[src/rtl/stream_block_max.sv]
// stream_block_max: streaming max/argmax over a block of values.
// Values enter lanes-per-beat through a pipelined compare tree.
module stream_block_max #(
    parameter int width       = 8,
    parameter int lanes       = 8,
    parameter int length      = 32,
    parameter int pl_freq     = 1,
    parameter bit signed_mode = 1'b0,
    localparam int IDX_W = ($clog2(length) > 1) ? $clog2(length) : 1
) (
    input  logic             i_clk,
    input  logic             i_rst_n,
    input  logic             i_valid,
    output logic             o_ready,
    input  logic [width-1:0] i_vals [lanes],
    output logic             o_valid,
    input  logic             i_ready,
    output logic [width-1:0] o_max,
    output logic [IDX_W-1:0] o_idx,
    output logic             o_busy
);

    localparam int BEATS = length / lanes;
    localparam int LVLS  = $clog2(lanes);
    localparam int CNT_W = (BEATS > 1) ? $clog2(BEATS) : 1;
    localparam int NODES = 2 * lanes;

    function automatic logic gt(input logic [width-1:0] a,
                                input logic [width-1:0] b);
        return signed_mode ? ($signed(a) > $signed(b)) : (a > b);
    endfunction

    logic             en;
    logic             acc_beat;
    logic [CNT_W-1:0] cnt;

    // Heap-ordered tree: node n has children 2n and 2n+1, root is node 1,
    // and lane k sits at leaf lanes+k.
    logic [width-1:0] nd_val [1:NODES-1];
    logic [IDX_W-1:0] nd_idx [1:NODES-1];
    logic [LVLS:0]    lv_v;
    logic [LVLS:0]    lv_last;
    logic [LVLS:0]    lv_first;

    assign en       = !(o_valid && !i_ready);
    assign o_ready  = en;
    assign acc_beat = i_valid && en;
    assign o_busy   = (cnt != '0);

    // Beat position within the block; wraps after the last beat.
    always_ff @(posedge i_clk or negedge i_rst_n) begin
        if (!i_rst_n) begin
            cnt <= '0;
        end else if (acc_beat) begin
            if (cnt == CNT_W'(BEATS - 1)) cnt <= '0;
            else cnt <= cnt + 1'b1;
        end
    end

    for (genvar k = 0; k < lanes; k++) begin : g_in
        assign nd_val[lanes+k] = i_vals[k];
        assign nd_idx[lanes+k] = IDX_W'(int'(cnt) * lanes + k);
    end

    assign lv_v[0]     = acc_beat;
    assign lv_last[0]  = (cnt == CNT_W'(BEATS - 1));
    assign lv_first[0] = (cnt == '0);

    for (genvar i = 1; i <= LVLS; i++) begin : g_lvl
        localparam int N = lanes >> i;
        logic [width-1:0] c_val [N];
        logic [IDX_W-1:0] c_idx [N];

        for (genvar n = 0; n < N; n++) begin : g_cmp
            logic r_wins;
            // Right child wins only when strictly greater: ties keep lower index.
            assign r_wins   = gt(nd_val[2*(N+n)+1], nd_val[2*(N+n)]);
            assign c_val[n] = r_wins ? nd_val[2*(N+n)+1] : nd_val[2*(N+n)];
            assign c_idx[n] = r_wins ? nd_idx[2*(N+n)+1] : nd_idx[2*(N+n)];
        end

        if (i < LVLS && (i % pl_freq) == 0) begin : g_reg
            logic [width-1:0] r_val [N];
            logic [IDX_W-1:0] r_idx [N];
            logic             r_v;
            logic             r_last;
            logic             r_first;

            // Pipeline stage for this tree level; holds while stalled.
            always_ff @(posedge i_clk or negedge i_rst_n) begin
                if (!i_rst_n) begin
                    for (int n = 0; n < N; n++) begin
                        r_val[n] <= '0;
                        r_idx[n] <= '0;
                    end
                    r_v     <= 1'b0;
                    r_last  <= 1'b0;
                    r_first <= 1'b0;
                end else if (en) begin
                    r_val   <= c_val;
                    r_idx   <= c_idx;
                    r_v     <= lv_v[i-1];
                    r_last  <= lv_last[i-1];
                    r_first <= lv_first[i-1];
                end
            end

            for (genvar n = 0; n < N; n++) begin : g_o
                assign nd_val[N+n] = r_val[n];
                assign nd_idx[N+n] = r_idx[n];
            end
            assign lv_v[i]     = r_v;
            assign lv_last[i]  = r_last;
            assign lv_first[i] = r_first;
        end else begin : g_comb
            for (genvar n = 0; n < N; n++) begin : g_o
                assign nd_val[N+n] = c_val[n];
                assign nd_idx[N+n] = c_idx[n];
            end
            assign lv_v[i]     = lv_v[i-1];
            assign lv_last[i]  = lv_last[i-1];
            assign lv_first[i] = lv_first[i-1];
        end
    end

    logic [width-1:0] acc_val;
    logic [IDX_W-1:0] acc_idx;
    logic             take_new;
    logic [width-1:0] cand_val;
    logic [IDX_W-1:0] cand_idx;

    // First beat restarts the block; otherwise an earlier beat keeps ties.
    assign take_new = lv_first[LVLS] || gt(nd_val[1], acc_val);
    assign cand_val = take_new ? nd_val[1] : acc_val;
    assign cand_idx = take_new ? nd_idx[1] : acc_idx;

    // Running block maximum and the output result register.
    always_ff @(posedge i_clk or negedge i_rst_n) begin
        if (!i_rst_n) begin
            acc_val <= '0;
            acc_idx <= '0;
            o_valid <= 1'b0;
            o_max   <= '0;
            o_idx   <= '0;
        end else if (en) begin
            o_valid <= lv_v[LVLS] && lv_last[LVLS];
            if (lv_v[LVLS]) begin
                if (lv_last[LVLS]) begin
                    o_max <= cand_val;
                    o_idx <= cand_idx;
                end else begin
                    acc_val <= cand_val;
                    acc_idx <= cand_idx;
                end
            end
        end
    end

endmodule
[config.mk]
export PLATFORM = sky130hd
export DESIGN_NAME = stream_block_max
export DESIGN_NICKNAME = d
export VERILOG_FILES = /design/src/rtl/stream_block_max.sv
export SDC_FILE = /design/constraint.sdc
export NUM_CORES = 1
export LEC_CHECK = 0
export ABC_CLOCK_PERIOD_IN_PS = 9200
export BUFFER_PORTS_ARGS = -buffer_cell sky130_fd_sc_hd__buf_2
export CAP_MARGIN = 20
export CORE_ASPECT_RATIO = 0.7
export CORE_MARGIN = 4
export CORE_UTILIZATION = 63
export DETAILED_ROUTE_END_ITERATION = 10
export GPL_TIMING_DRIVEN = 0
export PLACE_DENSITY_LB_ADDON = 0.1
export SLEW_MARGIN = 20
export SYNTH_ARGS = -nofsm -noshare
export SYNTH_HDL_FRONTEND = slang
export SYNTH_SLANG_ARGS = --single-unit
[constraint.sdc]
create_clock -name i_clk -period 9.2 [get_ports i_clk]
set_clock_uncertainty 0.1 [all_clocks]
set_input_delay 0.46 -clock i_clk [delete_from_list [all_inputs] [get_ports i_clk]]
set_output_delay 0.46 -clock i_clk [all_outputs]
set_load 0.005 [all_outputs]
# Yosys cells after proc, flatten, opt, wreduce, memory -nomap -nowiden

Cells that the tools add are included.

Register bits after elaboration: 113
Memories: 0
Input bits: 68
Memory bits (writable): 0
Bits in latches: 0
Word-level logic and storage cells: 70
Bits in read-only memories: 0

Equal/unequal tests: 1
Bitwise gates (word level): 2
Order comparisons: 8
Multipliers: 0
Shift operators: 0
Reduce and logical (&&, ||, !) cells: 10
Divide/modulo/power cells: 0
$add $sub $neg: 8
Muxes and demuxes: 17

Operators by type and width:

| cell                | number |
|---|---|
| $gt 8x8->1          | 8 |
| $mux 8              | 8 |
| $mux 5              | 8 |
| $add 5x3->5 const B | 4 |
| $add 5x2->5 const B | 2 |
| $reduce_and 3->1    | 2 |
| $add 5x1->5 const B | 1 |
| $logic_and 1x1->1   | 3 |
| $add 2x1->2 const B | 1 |
| $eq 2x2->1 const B  | 1 |
| $logic_not 1->1     | 2 |
| $logic_not 2->1     | 1 |
| $mux 2              | 1 |
| $not 1->1           | 2 |
| $reduce_bool 2->1   | 1 |
| $logic_or 1x1->1    | 1 |

# Depth between registers and ports, before layout

Gate-level depths: netlist (run 1).

Depth after elaboration: 5
Gate-level depth with buffers: 16
Gate-level depth less buffers: 14

# Worst setup path after synthesis (run 1)

OpenSTA, ideal clock, no wires.

Path type: register to register
Start point: reg g_lvl[2].g_reg.r_val[9] in the netlist's numbering
End point: reg acc_idx[1]
Buffers on the path: 2
Data required time: 8.975 ns
Cell stages (with the launch flop): 17
Arrival time: 3.129 ns
Path slack: 5.845 ns
Library setup time: 0.125 ns
Path through: dfrtp_1 inv_1 ha_1 nor2b_1 o211ai_1 a211o_1 and2_4 buf_6 a21o_1 ha_1 nor2b_1 o211ai_1 a21o_1 a21oi_2 nand4b_4 buf_6 mux2_4

Word-level cells in the longest chain between the ends: 5
Elaborated cells between the ends (all ways): 6
Those cells by class: order compare: 2; mux: 3; reduce/logical: 1

RTL lines:

| what                     | RTL line | source |
|---|---|---|
| start: declaration       | 83       | `logic [width-1:0] r_val [N];` |
| start signal: assignment | 100      | `r_val <= c_val;` |
| $gt 8x8->1               | 30       | `return signed_mode ? ($signed(a) > $signed(b)) : (a > b);` |
| $mux 8                   | 78       | `assign c_val[n] = r_wins ? nd_val[2*(N+n)+1] : nd_val[2*(N+n)];` |
| $gt 8x8->1               | 30       |  |
| $logic_or 1x1->1         | 133      | `assign take_new = lv_first[LVLS] \|\| gt(nd_val[1], acc_val);` |
| $mux 5 (*)               | 135      | `assign cand_idx = take_new ? nd_idx[1] : acc_idx;` |
| end signal: assignment   | 153      | `acc_idx <= cand_idx;` |
| end: declaration         | 127      | `logic [IDX_W-1:0] acc_idx;` |

Mark *: on every way between the ends. The rest lies on a longest branch, timed or not.
A chain may end at the register's enable or synchronous reset.

# Final worst setup path (run 1)

Start point: reg g_lvl[2].g_reg.r_val[15] in the netlist's numbering
End point: reg acc_val[3]

Word-level cells in the longest chain between the ends: 5

RTL lines:

| what                   | RTL line | source |
|---|---|---|
| $gt 8x8->1             | 30       |  |
| $mux 8 (*)             | 78       |  |
| $gt 8x8->1             | 30       |  |
| $logic_or 1x1->1       | 133      |  |
| $mux 8 (*)             | 134      | `assign cand_val = take_new ? nd_val[1] : acc_val;` |
| end signal: assignment | 152      | `acc_val <= cand_val;` |
| end: declaration       | 126      | `logic [width-1:0] acc_val;` |

Marked as above.

==> flow_metrics.env, run 1 <==
export IMPL_clock_sinks=99
export IMPL_drt_first_pass_iters=5
export IMPL_stdcell_area_sq_um=7012
export IMPL_finalWirelength_um=14200
export IMPL_cts_inserted_buffers=9
export IMPL_synth_xor_xnor_area_share=0
export IMPL_post_route_drc_count=0
export IMPL_p_leak_nw=3.711
export IMPL_finalMaxSlewViolations=0
export IMPL_coreArea_sq_um=9253
export IMPL_basic_gate_share_of_the_synthesized_area_counting_and_or_nand_and_nor_cells=0.1194
export IMPL_dieArea_sq_um=11330
export IMPL_seq_power_share=0.318
export IMPL_syn_mean_instance_area_sq_um=9.299
export IMPL_io_pin_count=84
export IMPL_timing_reg2reg_worst_path_depth=15
export IMPL_fp_row_count=29
export IMPL_layout_nets=885
export IMPL_timing_rr_start="g_lvl[2].g_reg.r_val[15]"
export IMPL_synth_compound_gate_area_share=0.1631
export IMPL_max_slew_worst_pin_slew_ns=0.5674
export IMPL_synthToLayoutAreaGrowth_pct=15.12
export IMPL_criticalPathCategory="reg2reg"
export IMPL_power_per_cell_area_nw_per_um2=337.5
export IMPL_grt_start_max_net_pins=54
export IMPL_synth_seq_area_share=0.4067
export IMPL_synth_top_cell_by_area="dfrtp_1"
export IMPL_min_delay_path_class="in2reg"
export IMPL_holdBufCountCts=1
export IMPL_status="complete, no violations"
export IMPL_dp_hpwl_um=11150
export IMPL_max_cap_violations=0
export IMPL_portBuffers=83
export IMPL_vdd_ir_drop_worst_mv=0.1923
export IMPL_antennaDiodeCount=0
export IMPL_chipWidth_um=125.5
export IMPL_postCtsSetupBuffers=0
export IMPL_yosys_warnings=0
export IMPL_final_seq_area_sq_um=2477
export IMPL_comb_power_share=0.521
export IMPL_synth_top_family_by_area="compound AO/OA/AOI/OAI gates"
export IMPL_insertion_delay_ns=0.35
export IMPL_switching_share=0.4301
export IMPL_placer_s_final_routability_congestion_estimate=0.9219
export IMPL_min_to="g_lvl[1].g_reg.r_v"
export IMPL_postRouteAntennaNets=0
export IMPL_via_count_of_the_first_global_routing_pass=5115
export IMPL_critPathLaunch="g_lvl[2].g_reg.r_val[15]"
export IMPL_hold_slack_ns=0.2815
export IMPL_max_freq_mhz=253.0
export IMPL_gr_usage_all_layers=0.2635
export IMPL_r2r_end="acc_val[3]"
export IMPL_post_synth_net_total=789
export IMPL_report_final_setup_viol=0
export IMPL_cts_root_buf="clkbuf_16"
export IMPL_die_height_um=90.27
export IMPL_start_util=0.6583
export IMPL_cell_internal_pwr_mw=1.349
export IMPL_grt_pass1_wl_um=24400
export IMPL_cts_tree="yes"
export IMPL_worstPathArrival_ns=4.09
export IMPL_htree_levels=3
export IMPL_pre_cts_ws_ns=5.365
export IMPL_reg2reg_slack_ns=5.25
export IMPL_syn_inst=655
export IMPL_worst_hold_startpoint="i_valid"
export IMPL_detailedRoute_firstIterationViolations=313
export IMPL_setup_worst_path_end_class="flip-flop"
export IMPL_synth_mux_area_frac=0.1091
export IMPL_post_synth_instance_area_sq_um=6091
export IMPL_drive_above_1_share=0.1759
export IMPL_critPathLaunchType="flip-flop"
export IMPL_rsz0062_at_grt="false"
export IMPL_crit_fanout=10
export IMPL_synth_fa_ha_area_frac=0.1356
export IMPL_post_route_min_period_ns=3.952
export IMPL_fin_crit_sh=0.4296
export IMPL_switching_power_mw=1.018
export IMPL_worst_slack_ns=5.248
export IMPL_setup_tns_ns=0
export IMPL_worst_slew_margin_rel=0.6218
export IMPL_final_hold_viol_count=0
export IMPL_required_ns=9.34
export IMPL_multi_input_combinational_cell_area_sq_um=3211
export IMPL_synth_ff_latch_count=99
export IMPL_ys_top_cells_by_area="dfrtp_1 (41%), ha_1 (14%), mux2i_1 (8.4%)"
export IMPL_wl_per_cell_um=16.13
export IMPL_globalRouteOverflowTotal=0
export IMPL_antenna_violations_before_repair=0
export IMPL_clk_transition_reported_paths_ns=0.08
export IMPL_ratio_of_routed_vias_to_standard_cells=5.734
export IMPL_fillers=680
export IMPL_max_clock_path_buffers=2
export IMPL_total_power_consumption_of_the_routed_design_mw=2.366
export IMPL_number_of_distinct_library_cells_after_synthesis=35
export IMPL_power_share_clock=0.160
export IMPL_postCtsResizedCells=0
export IMPL_dpl_cell_area_sq_um=6695
export IMPL_synth_top_cell_area_share=0.4067
export IMPL_hold_path_cell_count=3
export IMPL_route_vias_total=5046
-- registers in the layout, summed over array words and instances (netlist names) --
signal               count
g_lvl.g_reg.r_val       48
o_valid                  1
o_idx                    5
g_lvl.g_reg.r_v          2
g_lvl.g_reg.r_last       2
g_lvl.g_reg.r_idx       16
acc_val                  8
acc_idx                  5
g_lvl.g_reg.r_first      2
o_max                    8
cnt                      2
-- logic make-up (layout without fill, tap and decap cells) --
family | after synthesis | in the layout
flip-flops | 99 | 99
AO/OA/AOI/OAI | 168 | 168
multiplexers | 63 | 63
adder cells (fa/ha/maj) | 66 | 66
AND/OR/NAND/NOR | 159 | 159
buffers and inverters | 100 | 201
-- cell usage after synthesis --
master and instances:
a21boi_0 6, and3_1 5, mux2_2 7, buf_1 2, nand2b_1 1, a211o_1 1
clkbuf_1 16, ha_1 66, buf_2 10, o311ai_0 1, nor2_1 37, a21boi_1 1
nand4_1 15, o21ai_0 50, o31ai_1 5, a2111oi_2 1, o21ai_1 4, and2_4 1
mux2i_1 51, o211ai_1 7, dfrtp_1 99, a21oi_2 1, a2bb2oi_1 1, nor2b_1 13
a21oi_1 58, inv_1 70, buf_6 2, mux2_4 5, nand2_1 75, a21o_1 20
nor3_1 2, nand3_1 4, or2_2 5, nand4b_4 1, a211oi_1 12
-- metal layers --
layer	global-route usage	vias up	share of wire
met2	0.4244	147	0.46
li1	-	2476	-
met3	0.05792	18	0.060
met1	0.3722	2405	0.46
met5	0	-	0
met4	0.04874	0	0.011
-- worst max path at each step --
stage	endpoint	slack [ns]
after floorplan	acc_idx[1]	5.85
after global placement	acc_val[1]	5.41
after detailed placement	acc_val[3]	5.37
after CTS	acc_val[3]	5.32
after global routing	o_max[6]	5.03
final	acc_val[3]	5.25
-- area by class of cell --
class	instances	share of cell area
multi-input cells	456	0.4579
flip-flops and latches	99	0.3533
repair buffers	85	0.06549
inverters	70	0.03747
clock buffers	9	0.03212
well taps	124	0.02213
plain buffers	30	0.01999
clock inverters	7	0.01160
-- worst max-delay path: stages, from the launching register on --
cell and delay, ns:
dfrtp_1 0.41, inv_1 0.06, ha_1 0.32, nand4_1 0.16, o21ai_1 0.40, buf_2 0.27, a21boi_0 0.14, a21o_1 0.21
ha_1 0.29, a21oi_1 0.18, nor2_1 0.08, a2111oi_2 0.30, a21oi_2 0.19, nand4b_4 0.17, buf_6 0.19, mux2_2 0.36
-- metrics by stage --
step	cells	util
finish	880	0.7578
global route	880	0.7578
CTS	880	0.7578
detailed placement	863	0.7236
global placement	862	0.7199
floorplan	655	-
-- cells in the final DEF (no fill, tap or decap), types with 4 or more instances in the layout --
master | synthesis | routed
a211oi_1 | 12 | 12
a21boi_0 | 6 | 6
a21o_1 | 20 | 20
a21oi_1 | 58 | 58
and3_1 | 5 | 5
buf_2 | 10 | 92
clkbuf_1 | 16 | 16
clkbuf_16 | 0 | 9
dfrtp_1 | 99 | 99
ha_1 | 66 | 66
inv_1 | 70 | 70
mux2_2 | 7 | 7
mux2_4 | 5 | 5
mux2i_1 | 51 | 51
nand2_1 | 75 | 75
nand3_1 | 4 | 4
nand4_1 | 15 | 15
nor2_1 | 37 | 37
nor2b_1 | 13 | 13
o211ai_1 | 7 | 7
o21ai_0 | 50 | 50
o21ai_1 | 4 | 4
o31ai_1 | 5 | 5
or2_2 | 5 | 5
-- power by group through the flow --
stage / Sequential, mW / Combinational, mW / Clock (mW)
detailed placement: 0.756 / 1.21 / 0
floorplan: 0.713 / 0.913 / 0
global route: 0.774 / 1.39 / 0.404
finish: 0.754 / 1.23 / 0.380
global placement: 0.746 / 1.16 / 0
CTS: 0.749 / 1.23 / 0.384
(Power assumes the default switching activity.)
==> run 2: changes to the inputs <==
ABC_CLOCK_PERIOD_IN_PS = 4100   (was 9200)
CORE_UTILIZATION = 58   (was 63)
clock period = 4.1 ns   (was 9.2 ns; I/O delays follow)
==> run 2 against run 1 <==
  * Power increased by 130%
  * Highest routed layer unchanged
  * Sequential share of layout area decreased by 0.12 points
  * Count of clock-buffer cells in the layout unchanged
  * Utilization decreased by 5.1 points
  * Sequential power is 120% higher
  * Routed wire length decreased by 1.3%
  * Register-to-register slack got worse by 5.0 ns
  * Critical path type unchanged
  * Cell count up 0.45%
==> flow_metrics.env, run 2 (synthesis results as in run 1) <==
export IMPL_die_height_um=93.74
export IMPL_mostFrequentLayoutCells="dfrtp_1 (99), buf_2 (92), nand2_1 (75), inv_1 (70), ha_1 (66)"
export IMPL_criticalPathCategory="reg2reg"
export IMPL_ratio_of_routed_vias_to_standard_cells=5.693
export IMPL_clock_sinks=99
export IMPL_post_route_min_period_ns=3.880
export IMPL_max_freq_mhz=257.7
export IMPL_crit_path_end="acc_val[4]"
export IMPL_worstPathArrival_ns=4.01
export IMPL_portBuffers=83
export IMPL_max_slew_worst_pin_slew_ns=0.5759
export IMPL_max_clock_path_buffers=2
export IMPL_rsz0062_at_grt="true"
export IMPL_grt_pass1_wl_um=23300
export IMPL_critPathLaunchType="flip-flop"
export IMPL_finalMaxSlewViolations=0
export IMPL_detailedRoute_firstIterationViolations=339
export IMPL_power_per_cell_area_nw_per_um2=760.9
export IMPL_hold_path_cell_count=3
export IMPL_io_pin_count=84
export IMPL_antennaDiodeCount=0
export IMPL_final_hold_viol_count=0
export IMPL_gr_usage_all_layers=0.2383
export IMPL_drive_above_1_share=0.1786
export IMPL_finalWirelength_um=14020
export IMPL_cts_inserted_buffers=9
export IMPL_report_final_setup_viol=0
export IMPL_post_route_drc_count=0
export IMPL_p_leak_nw=3.722
export IMPL_timing_reg2reg_worst_path_depth=15
export IMPL_registers_top_by_ff_count="g_lvl.g_reg.r_val"
export IMPL_route_vias_total=5033
export IMPL_wl_per_cell_um=15.86
export IMPL_fin_crit_sh=0.9465
export IMPL_postLayoutCoreUtil=0.7073
export IMPL_cts_tree="yes"
export IMPL_r2r_end="acc_val[4]"
export IMPL_timing_rr_start="g_lvl[2].g_reg.r_val[15]"
export IMPL_postRouteAntennaNets=0
export IMPL_chipWidth_um=130.5
export IMPL_setup_worst_path_end_class="flip-flop"
export IMPL_largest_register_ffs=48
export IMPL_worst_slew_margin_rel=0.6160
export IMPL_coreArea_sq_um=9947
export IMPL_critPathLaunch="g_lvl[2].g_reg.r_val[15]"
export IMPL_crit_fanout=10
export IMPL_clk_transition_reported_paths_ns=0.07
export IMPL_vdd_ir_drop_worst_mv=0.3561
export IMPL_cts_root_buf="clkbuf_16"
export IMPL_insertion_delay_ns=0.35
export IMPL_reg2reg_slack_ns=0.22
export IMPL_start_util=0.6123
export IMPL_globalRouteOverflowTotal=0
export IMPL_via_count_of_the_first_global_routing_pass=4969
export IMPL_status="complete, no violations"
export IMPL_placer_s_final_routability_congestion_estimate=0.8876
export IMPL_max_cap_violations=0
export IMPL_layout_cells_most_common="dfrtp_1"
export IMPL_antenna_violations_before_repair=0
export IMPL_drt_first_pass_iters=5
export IMPL_layout_nets=885
export IMPL_largestRegisters="g_lvl.g_reg.r_val x48, g_lvl.g_reg.r_idx x16"
export IMPL_htree_levels=3
export IMPL_hold_slack_ns=0.03867
export IMPL_fp_row_count=30
export IMPL_required_ns=4.23
export IMPL_grt_start_max_net_pins=55
export IMPL_dieArea_sq_um=12230
export IMPL_synthToLayoutAreaGrowth_pct=15.51
export IMPL_min_delay_path_class="in2reg"
export IMPL_dp_hpwl_um=11080
export IMPL_setup_tns_ns=0
export IMPL_total_power_consumption_of_the_routed_design_mw=5.354
-- run 2: area by class of cell --
cell class                      count  area [sq um]
Buffer                             30         141.4
Clock buffer                        9         225.2
Clock inverter                      7         95.09
Fill cell                         764          2912
Inverter                           70         262.8
Multi-Input combinational cell    456          3214
Sequential cell                    99          2477
Tap cell                          128         160.2
Timing Repair Buffer               85         459.2
-- run 2: where the power goes --
part	internal (mW)	total (mW)	leakage (nW)	switching [mW]
clock	0.491	0.895	0.157	0.404
combinational	1.23	2.78	2.39	1.55
sequential	1.37	1.68	1.18	0.310
-- run 2: through the flow --
stage / setup WS, ns / instance area [sq um] / std cells
after floorplan: 0.7454 / 6091 / 655
after global placement: 0.3342 / 6666 / 866
after detailed placement: 0.2259 / 6700 / 867
after CTS: 0.1895 / 7030 / 884
after global routing: -0.02233 / 7036 / 884
final: 0.2195 / 7036 / 884
-- run 2: layer usage --
layer  GRT usage  vias up  wire length [um]
li1            -     2461                 -
met1      0.3472     2443              6745
met2      0.3735      112              6345
met3     0.03977       17               743
met4     0.05479        0               185
met5           0        -                 0
-- run 2: worst min path at each step --
stage	startpoint	to	slack [ns]
final	i_valid	g_lvl[1].g_reg.r_v	0.04
after global routing	i_valid	g_lvl[1].g_reg.r_v	0.08
after CTS	i_valid	g_lvl[1].g_reg.r_v	0.04
after detailed placement	i_rst_n	acc_val[3]	0.06
after global placement	g_lvl[1].g_reg.r_idx[2]	g_lvl[1].g_reg.r_idx[2]	0.35
after floorplan	i_rst_n	acc_idx[0]	-0.19
-- run 2: repair_timing --
item                                    4_1_cts  5_1_grt
endpoints found under the setup margin        0       15
buffers inserted                              0        0
hold buffers                                  1        0
hold endpoints to repair                     45        0
resized for setup                             0        4
-- run 2: critical path: stages, from the launching register on --
cell and delay (ns):
dfrtp_1 0.43, inv_1 0.06, ha_1 0.31, nand4_1 0.19, a211o_1 0.39, and2_4 0.21, buf_6 0.14, a21o_1 0.19
ha_1 0.29, nor2b_1 0.14, o211ai_1 0.10, a21o_1 0.20, a21oi_2 0.32, nand4b_4 0.19, buf_6 0.20, mux2_4 0.30
==> run 3: changes to the inputs <==
ABC_CLOCK_PERIOD_IN_PS = 3710   (was 4100)
CORE_ASPECT_RATIO = not set   (was 0.7)
clock period = 3.71 ns   (was 4.1 ns; I/O delays follow)
==> run 3 against run 2 <==
  * Global-route usage shrank 0.91 points
  * Critical path depth is the same
  * Clock power shrank 20%
  * Utilization shrank 0.094 points
  * Design area grew 3.2%
  * Critical endpoint is now acc_val[3]
  * Non-clock buffer count grew 22
  * Maximum frequency grew 8.0%
==> flow_metrics.env, run 3 (synthesis results as in run 1) <==
export IMPL_gr_usage_all_layers=0.2292
export IMPL_p_leak_nw=3.797
export IMPL_worstPathArrival_ns=3.76
export IMPL_insertion_delay_ns=0.38
export IMPL_stdcell_area_sq_um=7259
export IMPL_coreArea_sq_um=10280
export IMPL_fin_crit_sh=0.9681
export IMPL_layout_cells_most_common="dfrtp_1"
export IMPL_htree_levels=3
export IMPL_cts_root_buf="clkbuf_8"
export IMPL_drt_first_pass_iters=6
export IMPL_setup_worst_path_end_class="flip-flop"
export IMPL_grt_pass1_wl_um=23140
export IMPL_max_clock_path_buffers=2
export IMPL_dp_hpwl_um=11060
export IMPL_mostFrequentLayoutCells="dfrtp_1 (99), buf_2 (91), nand2_1 (75), inv_1 (68), ha_1 (60)"
export IMPL_max_slew_worst_pin_slew_ns=0.5470
export IMPL_antenna_violations_before_repair=0
export IMPL_portBuffers=83
export IMPL_status="complete, no violations"
export IMPL_chipWidth_um=110.5
export IMPL_maxUsedRoutingLayer="met4"
export IMPL_rsz0062_at_grt="true"
export IMPL_post_route_drc_count=0
export IMPL_dr_wl_met2_um=7543
export IMPL_max_cap_violations=0
export IMPL_postRouteAntennaNets=0
export IMPL_min_delay_path_class="in2reg"
export IMPL_fp_row_count=37
export IMPL_die_height_um=110.5
export IMPL_globalRouteOverflowTotal=0
export IMPL_wl_per_cell_um=15.56
export IMPL_registers_top_by_ff_count="g_lvl.g_reg.r_val"
export IMPL_start_util=0.5926
export IMPL_post_route_min_period_ns=3.592
export IMPL_criticalPathCategory="reg2reg"
export IMPL_detailedRoute_firstIterationViolations=245
export IMPL_grt_start_max_net_pins=68
export IMPL_layout_nets=907
export IMPL_io_pin_count=84
export IMPL_dpl_cell_area_sq_um=6710
export IMPL_clock_sinks=99
export IMPL_cts_inserted_buffers=9
export IMPL_largestRegisters="g_lvl.g_reg.r_val x48, g_lvl.g_reg.r_idx x16"
export IMPL_synthToLayoutAreaGrowth_pct=19.19
export IMPL_cts_tree="yes"
export IMPL_vdd_ir_drop_worst_mv=0.4830
export IMPL_via_count_of_the_first_global_routing_pass=5122
export IMPL_route_vias_total=5007
export IMPL_ratio_of_routed_vias_to_standard_cells=5.478
export IMPL_clk_transition_reported_paths_ns=0.10
export IMPL_final_hold_viol_count=0
export IMPL_fillers=841
export IMPL_largest_register_ffs=48
export IMPL_placer_s_final_routability_congestion_estimate=0.8524
export IMPL_postLayoutCoreUtil=0.7064
export IMPL_power_per_cell_area_nw_per_um2=868.5
export IMPL_hold_slack_ns=0.02210
export IMPL_antennaDiodeCount=0
export IMPL_crit_fanout=6
export IMPL_dieArea_sq_um=12200
export IMPL_worst_slew_margin_rel=0.6353
export IMPL_detail_route_wirelength_met1_um=5806
export IMPL_report_final_setup_viol=0
export IMPL_max_freq_mhz=278.4
export IMPL_required_ns=3.88
export IMPL_critPathLaunchType="flip-flop"
export IMPL_finalWirelength_um=14220
export IMPL_drive_above_1_share=0.2185
export IMPL_finalMaxSlewViolations=0
export IMPL_wl_met3_um=501
==> run 3: final timing paths <==
kind	startpoint	endpoint	cells after the start	slack, ns
max	g_lvl[2].g_reg.r_val[3]	acc_val[3]	15	0.12
min	i_vals[48]	g_lvl[1].g_reg.r_val[24]	3	0.02
max reg2reg	g_lvl[2].g_reg.r_val[3]	acc_val[3]	15	0.12
min reg2reg	g_lvl[2].g_reg.r_idx[8]	g_lvl[2].g_reg.r_idx[8]	2	0.38
max in group asynchronous	i_rst_n	g_lvl[1].g_reg.r_val[9]	3	2.74
min in group asynchronous	i_rst_n	acc_idx[2]	2	0.14
==> run 3: metal layers <==
layer / vias to the layer above / track usage
met5: - / 0
met4: 0 / 0.07389
li1: 2505 / -
met3: 29 / 0.04932
met1: 2373 / 0.2632
met2: 100 / 0.4219
==> run 3: final cells by class <==
class / count / area [sq um] / area share
multi-input combinational: 456 / 3341 / 0.4602
tap: 136 / 170.2 / 0.02344
buffer: 30 / 158.9 / 0.02189
inverter: 70 / 262.8 / 0.03619
clock buffer: 9 / 123.9 / 0.01706
clock inverter: 7 / 81.33 / 0.01120
sequential: 99 / 2477 / 0.3413
timing repair buffer: 107 / 644.4 / 0.08876
==> run 3: report_power, final <==
| part | leakage [nW] | total, mW | switching [mW] | internal, mW |
|---|---|---|---|---|
| combinational | 2.52 | 3.73 | 1.92 | 1.81 |
| sequential | 1.18 | 1.86 | 0.342 | 1.51 |
| clock | 0.101 | 0.718 | 0.397 | 0.321 |
| total | 3.80 | 6.30 | 2.66 | 3.64 |
==> run 3: critical path: stages, from the launching register on <==
cell and delay [ns]:
dfrtp_1 0.42, ha_1 0.35, nand4_1 0.16, nor2_1 0.06, a211o_1 0.27, and2_4 0.20
buf_8 0.13, a21o_1 0.19, ha_4 0.28, nor2b_4 0.12, o211ai_1 0.09, a21o_1 0.24
a21oi_4 0.21, nand4b_4 0.19, clkbuf_16 0.22, mux2_2 0.27
==> run 3: repair_timing <==
item / CTS / global route
buffers inserted: 6 / 14
cloned: 0 / 1
setup endpoints to repair: 19 / 26
hold buffers: 2 / 0
gates resized for setup: 4 / 26
hold endpoints to repair: 100 / 0
pin swaps: 3 / 12
==> run 3: through the flow <==
| stage | setup slack [ns] | total power [mW] | TNS (ns) | std cells |
|---|---|---|---|---|
| floorplan | 0.3554 | 4.032 | 0 | 655 |
| global placement | -0.005876 | 4.737 | -0.01950 | 874 |
| detailed placement | -0.08876 | 4.886 | -0.6820 | 875 |
| CTS | 0.01273 | 5.754 | 0 | 899 |
| global route | -0.05204 | 6.794 | -0.4185 | 914 |
| finish | 0.1184 | 6.305 | 0 | 914 |
